`src/rtl/hdmi_init_sequencer.sv`:
```
// Power-up / hot-plug sequencer for the I2C configuration controller: lock and hot-plug gating,
// controller reset and start, timeout with bounded retries, video enable. Define HDMI_SEQ_HPD_EN for hot-plug gating.
module hdmi_init_sequencer #(
  parameter int PWR_DELAY    = 1000,
  parameter int TIMEOUT      = 2000000,
  parameter int MAX_RETRY    = 3,
  parameter int HPD_DEBOUNCE = 1000
) (
  input  logic                           clk_i,
  input  logic                           rst_i,
  input  logic                           pll_locked_i,
  input  logic                           hpd_i,
  input  logic                           cfg_done_i,
  output logic                           cfg_rst_n_o,
  output logic                           cfg_start_o,
  output logic                           video_en_o,
  output logic                           error_o,
  output logic [$clog2(MAX_RETRY+1)-1:0] retry_cnt_o
);

  localparam int MAX_AB     = (PWR_DELAY > TIMEOUT) ? PWR_DELAY : TIMEOUT;
  localparam int MAX_CNT    = (MAX_AB > HPD_DEBOUNCE) ? MAX_AB : HPD_DEBOUNCE;
  localparam int CW         = $clog2(MAX_CNT) + 1;
  localparam int RW         = $clog2(MAX_RETRY + 1);
  localparam int RST_CYCLES = 4;

  typedef enum logic [3:0] {
    S_WAIT_LOCK = 4'd0,
    S_WAIT_HPD  = 4'd1,
    S_DEBOUNCE  = 4'd2,
    S_RST_CFG   = 4'd3,
    S_PWR_WAIT  = 4'd4,
    S_START     = 4'd5,
    S_WAIT_DONE = 4'd6,
    S_RUN       = 4'd7,
    S_FAIL      = 4'd8
  } state_t;

  state_t        state_q, state_d, state_nxt;
  logic [CW-1:0] cnt_q, cnt_d, cnt_dec;
  logic [RW-1:0] retry_q, retry_d, retry_nxt;
  logic          lock_lost;
  logic          cfg_rst_n_q, cfg_rst_n_d;
  logic          cfg_start_q, cfg_start_d;
  logic          video_en_q, video_en_d;
  logic          error_q, error_d;
  logic [1:0]    lock_sync_q, lock_sync_d;
  logic          lock_s;

  assign lock_s = lock_sync_q[1];

  // Next value of the lock synchronizer chain.
  always_comb begin
    lock_sync_d = {lock_sync_q[0], pll_locked_i};
  end

  // Two-flop synchronizer for the asynchronous PLL lock.
  always_ff @(posedge clk_i or posedge rst_i) begin
    if (rst_i) begin
      lock_sync_q <= 2'b00;
    end else begin
      lock_sync_q <= lock_sync_d;
    end
  end

`ifdef HDMI_SEQ_HPD_EN
  logic [1:0] hpd_sync_q, hpd_sync_d;
  logic       hpd_s;

  assign hpd_s = hpd_sync_q[1];

  // Next value of the hot-plug synchronizer chain.
  always_comb begin
    hpd_sync_d = {hpd_sync_q[0], hpd_i};
  end

  // Two-flop synchronizer for the asynchronous hot-plug detect.
  always_ff @(posedge clk_i or posedge rst_i) begin
    if (rst_i) begin
      hpd_sync_q <= 2'b00;
    end else begin
      hpd_sync_q <= hpd_sync_d;
    end
  end
`else
  logic unused_hpd_s;
  assign unused_hpd_s = hpd_i;
`endif

  // Counter value loaded on entry so a state of N cycles exits when the counter reaches zero.
  function automatic logic [CW-1:0] entry_load(input state_t s);
    case (s)
      S_DEBOUNCE:  entry_load = CW'(HPD_DEBOUNCE - 1);
      S_RST_CFG:   entry_load = CW'(RST_CYCLES - 1);
      S_PWR_WAIT:  entry_load = CW'(PWR_DELAY - 1);
      S_WAIT_DONE: entry_load = CW'(TIMEOUT - 1);
      default:     entry_load = {CW{1'b0}};
    endcase
  endfunction

  // Sequencer next-state, shared counter and retry bookkeeping.
  always_comb begin
    state_nxt = state_q;
    retry_nxt = retry_q;
    cnt_dec   = (cnt_q != {CW{1'b0}}) ? (cnt_q - CW'(1)) : cnt_q;
    case (state_q)
      S_WAIT_LOCK: begin
        if (lock_s) begin
`ifdef HDMI_SEQ_HPD_EN
          state_nxt = S_WAIT_HPD;
`else
          state_nxt = S_RST_CFG;
          retry_nxt = {RW{1'b0}};
`endif
        end else begin
          state_nxt = S_WAIT_LOCK;
        end
      end
      S_WAIT_HPD: begin
`ifdef HDMI_SEQ_HPD_EN
        if (hpd_s) begin
          state_nxt = S_DEBOUNCE;
        end else begin
          state_nxt = S_WAIT_HPD;
        end
`else
        state_nxt = S_WAIT_LOCK;
`endif
      end
      S_DEBOUNCE: begin
`ifdef HDMI_SEQ_HPD_EN
        if (!hpd_s) begin
          state_nxt = S_WAIT_HPD;
        end else if (cnt_q == {CW{1'b0}}) begin
          state_nxt = S_RST_CFG;
        end else begin
          state_nxt = S_DEBOUNCE;
        end
`else
        state_nxt = S_WAIT_LOCK;
`endif
      end
      S_RST_CFG: begin
        if (cnt_q == {CW{1'b0}}) begin
          state_nxt = S_PWR_WAIT;
        end else begin
          state_nxt = S_RST_CFG;
        end
      end
      S_PWR_WAIT: begin
        if (cnt_q == {CW{1'b0}}) begin
          state_nxt = S_START;
        end else begin
          state_nxt = S_PWR_WAIT;
        end
      end
      S_START: begin
        state_nxt = S_WAIT_DONE;
      end
      S_WAIT_DONE: begin
        if (cfg_done_i) begin
          state_nxt = S_RUN;
        end else if (cnt_q == {CW{1'b0}}) begin
          if (retry_q < RW'(MAX_RETRY)) begin
            retry_nxt = retry_q + RW'(1);
            state_nxt = S_RST_CFG;
          end else begin
            state_nxt = S_FAIL;
          end
        end else begin
          state_nxt = S_WAIT_DONE;
        end
      end
      S_RUN, S_FAIL: begin
`ifdef HDMI_SEQ_HPD_EN
        if (!hpd_s) begin
          state_nxt = S_WAIT_HPD;
        end else begin
          state_nxt = state_q;
        end
`else
        state_nxt = state_q;
`endif
      end
      default: begin
        state_nxt = S_WAIT_LOCK;
      end
    endcase

    // Lock loss overrides everything, including a same-cycle retry increment.
    lock_lost = (state_q != S_WAIT_LOCK) && !lock_s;
    state_d   = lock_lost ? S_WAIT_LOCK : state_nxt;
    retry_d   = lock_lost ? retry_q : retry_nxt;
    if ((state_d == S_WAIT_HPD) && (state_q != S_WAIT_HPD)) begin
      retry_d = {RW{1'b0}};
    end else begin
      retry_d = retry_d;
    end
    cnt_d = (state_d != state_q) ? entry_load(state_d) : cnt_dec;
  end

  // Output decode of the next state so outputs come straight from flops.
  always_comb begin
    cfg_rst_n_d = (state_d == S_PWR_WAIT) || (state_d == S_START) ||
                  (state_d == S_WAIT_DONE) || (state_d == S_RUN);
    cfg_start_d = (state_d == S_START);
    video_en_d  = (state_d == S_RUN);
    error_d     = (state_d == S_FAIL);
  end

  // Sequencer state, counter, retry count and registered outputs.
  always_ff @(posedge clk_i or posedge rst_i) begin
    if (rst_i) begin
      state_q     <= S_WAIT_LOCK;
      cnt_q       <= {CW{1'b0}};
      retry_q     <= {RW{1'b0}};
      cfg_rst_n_q <= 1'b0;
      cfg_start_q <= 1'b0;
      video_en_q  <= 1'b0;
      error_q     <= 1'b0;
    end else begin
      state_q     <= state_d;
      cnt_q       <= cnt_d;
      retry_q     <= retry_d;
      cfg_rst_n_q <= cfg_rst_n_d;
      cfg_start_q <= cfg_start_d;
      video_en_q  <= video_en_d;
      error_q     <= error_d;
    end
  end

  assign cfg_rst_n_o = cfg_rst_n_q;
  assign cfg_start_o = cfg_start_q;
  assign video_en_o  = video_en_q;
  assign error_o     = error_q;
  assign retry_cnt_o = retry_q;

endmodule
```
`config.mk`:
```
export PLATFORM = sky130hd
export DESIGN_NAME = hdmi_init_sequencer
export DESIGN_NICKNAME = d
export VERILOG_FILES = /design/src/rtl/hdmi_init_sequencer.sv
export SDC_FILE = /design/constraint.sdc
export NUM_CORES = 1
export LEC_CHECK = 0
export ABC_AREA = 1
export BUFFER_PORTS_ARGS = -buffer_cell sky130_fd_sc_hd__buf_2
export CELL_PAD_IN_SITES_DETAIL_PLACEMENT = 0
export CELL_PAD_IN_SITES_GLOBAL_PLACEMENT = 1
export CORE_MARGIN = 4
export CORE_UTILIZATION = 25
export DETAILED_ROUTE_END_ITERATION = 10
export PLACE_DENSITY = 0.52
export SYNTH_ARGS = -nofsm -noshare
export SYNTH_HDL_FRONTEND = slang
export SYNTH_SLANG_ARGS = --single-unit
```
`constraint.sdc`:
```
create_clock -name clk_i -period 2 [get_ports clk_i]
set_input_delay 0.4 -clock clk_i [delete_from_list [all_inputs] [get_ports clk_i]]
set_output_delay 0.4 -clock clk_i [all_outputs]
set_load 0.02 [all_outputs]
```
==> results_dict.tcl <==
set metrics [dict create \
    path_buf_inv 2 \
    wire_per_inst_microns 12.4 \
    synth_adder_area_share_pct 1.15 \
    synth_seq_cells 34 \
    drv_slew 0 \
    drtIter0Drc 39 \
    final_cell_mix "buf_4, nand2_1, dfrtp_1" \
    dp_cells 433 \
    placed_cell_area_sq_um 2840 \
    worstSetupPathType "reg -> reg" \
    hpwl_microns 3970 \
    cpMaxStageDelayCell "dfrtp_1" \
    grt_pass1_vias 2012 \
    clockBufferDepth 2 \
    p_leak_nw 1.68 \
    synth_cell_types 26 \
    antenna_found_initial 0 \
    fin_ws_ns -0.125 \
    netlist_instances 260 \
    yosys_warnings 0 \
    ant_nets 0 \
    start_util_pct 26.0 \
    synth-compound-area-share_pct 4.04 \
    cts_sinks 34 \
    final_cells 455 \
    synth.top_cells.by_area "dfrtp_1, nand2_1, nand3_1" \
    critical_path.top_delay_family "simple AND/OR/NAND/NOR gates" \
    core_sq_um 8340 \
    avgSynthCellArea_sq_um 8.33 \
    drive_gt1_share_pct 49.4 \
    final_common_cell "buf_4" \
    end_kind "flip-flop" \
    num_vias 1931 \
    post-route-period-util_pct 106 \
    synth.area.mux_share_pct 0 \
    power_frac_comb_pct 69.0 \
    grt_pass1_wl_microns 9600 \
    synth_top_family_by_area "simple AND/OR/NAND/NOR gates" \
    final.setup_skew_ns 0.00726 \
    area_growth_pct 48.6 \
    syn_area_sq_um 2170 \
    cts-root-buf "clkbuf_8" \
    clk_pin_slew_ns 0.07 \
    die_x_microns 101 \
    via_per_inst 4.24 \
    crit_path_start_kind "flip-flop" \
    critPathMaxFanout 7 \
    io_pins 11 \
    seq_power_share_pct 19.2 \
    overflow 0 \
    port_buffers 9 \
    core.rowCount 33 \
    cp.required_ns 2.23 \
    cp_common_cell "nand2_1" \
    synth-seq-area-share_pct 39.3 \
    pre_cts_ws_ns -0.237 \
    setup_viol 22 \
    power.density_nw_per_um2 1630 \
    cts_tree "yes" \
    ctsHoldBuffers 0 \
    holdCritPathClass "in -> async" \
    p_clk_share_pct 11.7 \
    switching_share_pct 43.4 \
    route.detailed.drc 0 \
    reg2reg_setup_slack_ns -0.13 \
    yosysTopAreaCellShare_pct 39.3 \
    htree_num_levels 2 \
    totalWireLength_microns 5660 \
    status "finished with violations" \
    dieArea_sq_um 10200 \
    min_period_ns 2.13 \
    n_antenna_cell 0 \
    fp.dieH_microns 101 \
    nFillCells 916 \
    max_cap_violations 0 \
    grt_use_total_pct 12.1 \
    synthSimpleGateAreaFrac_pct 41.1 \
    slowest_delay_ns 0.40 \
    worst_slew_pin_slew_ns 0.483 \
    max_slew_margin_pct 67.8 \
    cp_data_arrival_time_ns 2.35 \
    violations "setup timing" \
    critical_path.cell_chain "inv_2 -> ha_4 -> nand2_4 -> nor2_8 -> nand3_4 -> nand2_1 -> nand2_2 -> nor2_2 -> nand2_2 -> nand3_2 -> nand2_4 -> nor2_8 -> nand3_4 -> inv_8 -> nand2_1 -> nand2_1" \
    nets 356 \
    syn-num-nets 267 \
    utilization_pct 38.6 \
    gp_congestion 0.763 \
    grt_setup_unrepaired "true" \
    power.internal_mw 2.97 \
    finalInstanceArea_sq_um 3220 \
    max_freq_mhz 471 \
    switching_power_mw 2.28 \
    whs_ns 0.220 \
    cts_buffers 5 \
    finalHoldViolCount 0 \
    synth_top_cell_by_area "dfrtp_1" \
    vdd_ir_drop_max_v 0.000608 \
    clk_latency_ns 0.29 \
    grt_max_degree 35 \
    synth-xor-area-share_pct 7.27 \
    drt_first_pass_iters 4 \
]
[routing by layer]
metal,part of all wire [%],GRT usage (%)
met3,1.3,1.87
met4,1.0,3.68
met2,48,19.4
met5,0,0
met1,50,16.6
[cell usage after synthesis]
master    n
nand3_4   2
nand4_1   5
nor2_2    4
nor2_1   31
buf_6     3
a21oi_2   2
nor3b_2   1
nand3_1  27
nor4_1    1
nor2_8    5
nand3_2   3
nand2_1  47
inv_1    30
xor2_1    9
nand2_4   6
nand2_2  13
nor2_4    3
o21ai_0   3
inv_4     1
nor3_1    6
dfrtp_1  34
ha_1      2
xnor2_1   9
or2_4     1
inv_2     1
a21oi_1  11
[registers in the layout (all words and copies together), names as in the netlist]
| signal | cells |
|---|---|
| cfg_start_o | 1 |
| cfg_rst_n_o | 1 |
| state_q | 4 |
| lock_sync_q | 2 |
| retry_cnt_o | 2 |
| error_o | 1 |
| video_en_o | 1 |
| cnt_q | 22 |
[power by group through the flow]
stage | Combinational (mW) | Clock, mW | Sequential [mW]
3_5_place_dp | 3.09 | 0 | 1.01
6_report | 3.63 | 0.616 | 1.01
3_3_place_gp | 3.07 | 0 | 1.01
2_1_floorplan | 1.86 | 0 | 1.05
5_1_grt | 4.02 | 0.664 | 1.04
4_1_cts | 3.30 | 0.640 | 1.01
[worst register-to-register path: cells and delay by family, from the launching register on]
kind | cells | cell delay, ns
and+or+nand+nor | 13 | 1.29
DFF | 1 | 0.40
buffers and inverters | 2 | 0.22
adders and majority gates | 1 | 0.14
[through the flow]
stage                     total power [mW]  setup TNS [ns]
after floorplan                       2.91          -0.471
after global placement                4.08           -3.80
after detailed placement              4.11           -4.21
after CTS                             4.95           -2.25
after global routing                  5.73           -5.81
final                                 5.25           -1.85
[repair_timing]
item / 4_1_cts / 5_1_grt
setup buffers: 9 / 4
endpoints found under the hold margin: 0 / 0
gates resized for setup: 13 / 30
pin swaps: 3 / 12
gates cloned: 1 / 0
setup endpoints to repair: 22 / 22
[cells by family after synthesis]
group                      Yosys count
and+or+nand+nor                    155
AOI/OAI and AO/OA                   16
DFF                                 34
buffers and inverters               35
xor gates and xnor gates            18
adders and majority gates            2
[worst paths after layout]
path,from,cells after the start,to
min in group clk_i,pll_locked_i,1,lock_sync_q[0]
min,rst_i,3,retry_cnt_o[0]
max reg2reg,cnt_q[0],16,cnt_q[1]
min reg2reg,lock_sync_q[0],0,lock_sync_q[1]
max,cnt_q[0],16,cnt_q[1]
max in group asynchronous,rst_i,3,cnt_q[9]
[final cells by class]
type	count	area, sq um	share of cell area [%]
clock buffer	8	110	3.42
inverter	32	128	3.96
multi-input combinational	191	1350	41.8
sequential	34	851	26.4
tap	105	131	4.08
timing repair buffer	84	646	20.1
timing repair inverter	1	8.76	0.272
No activity file was read; power rests on OpenSTA's default activity.
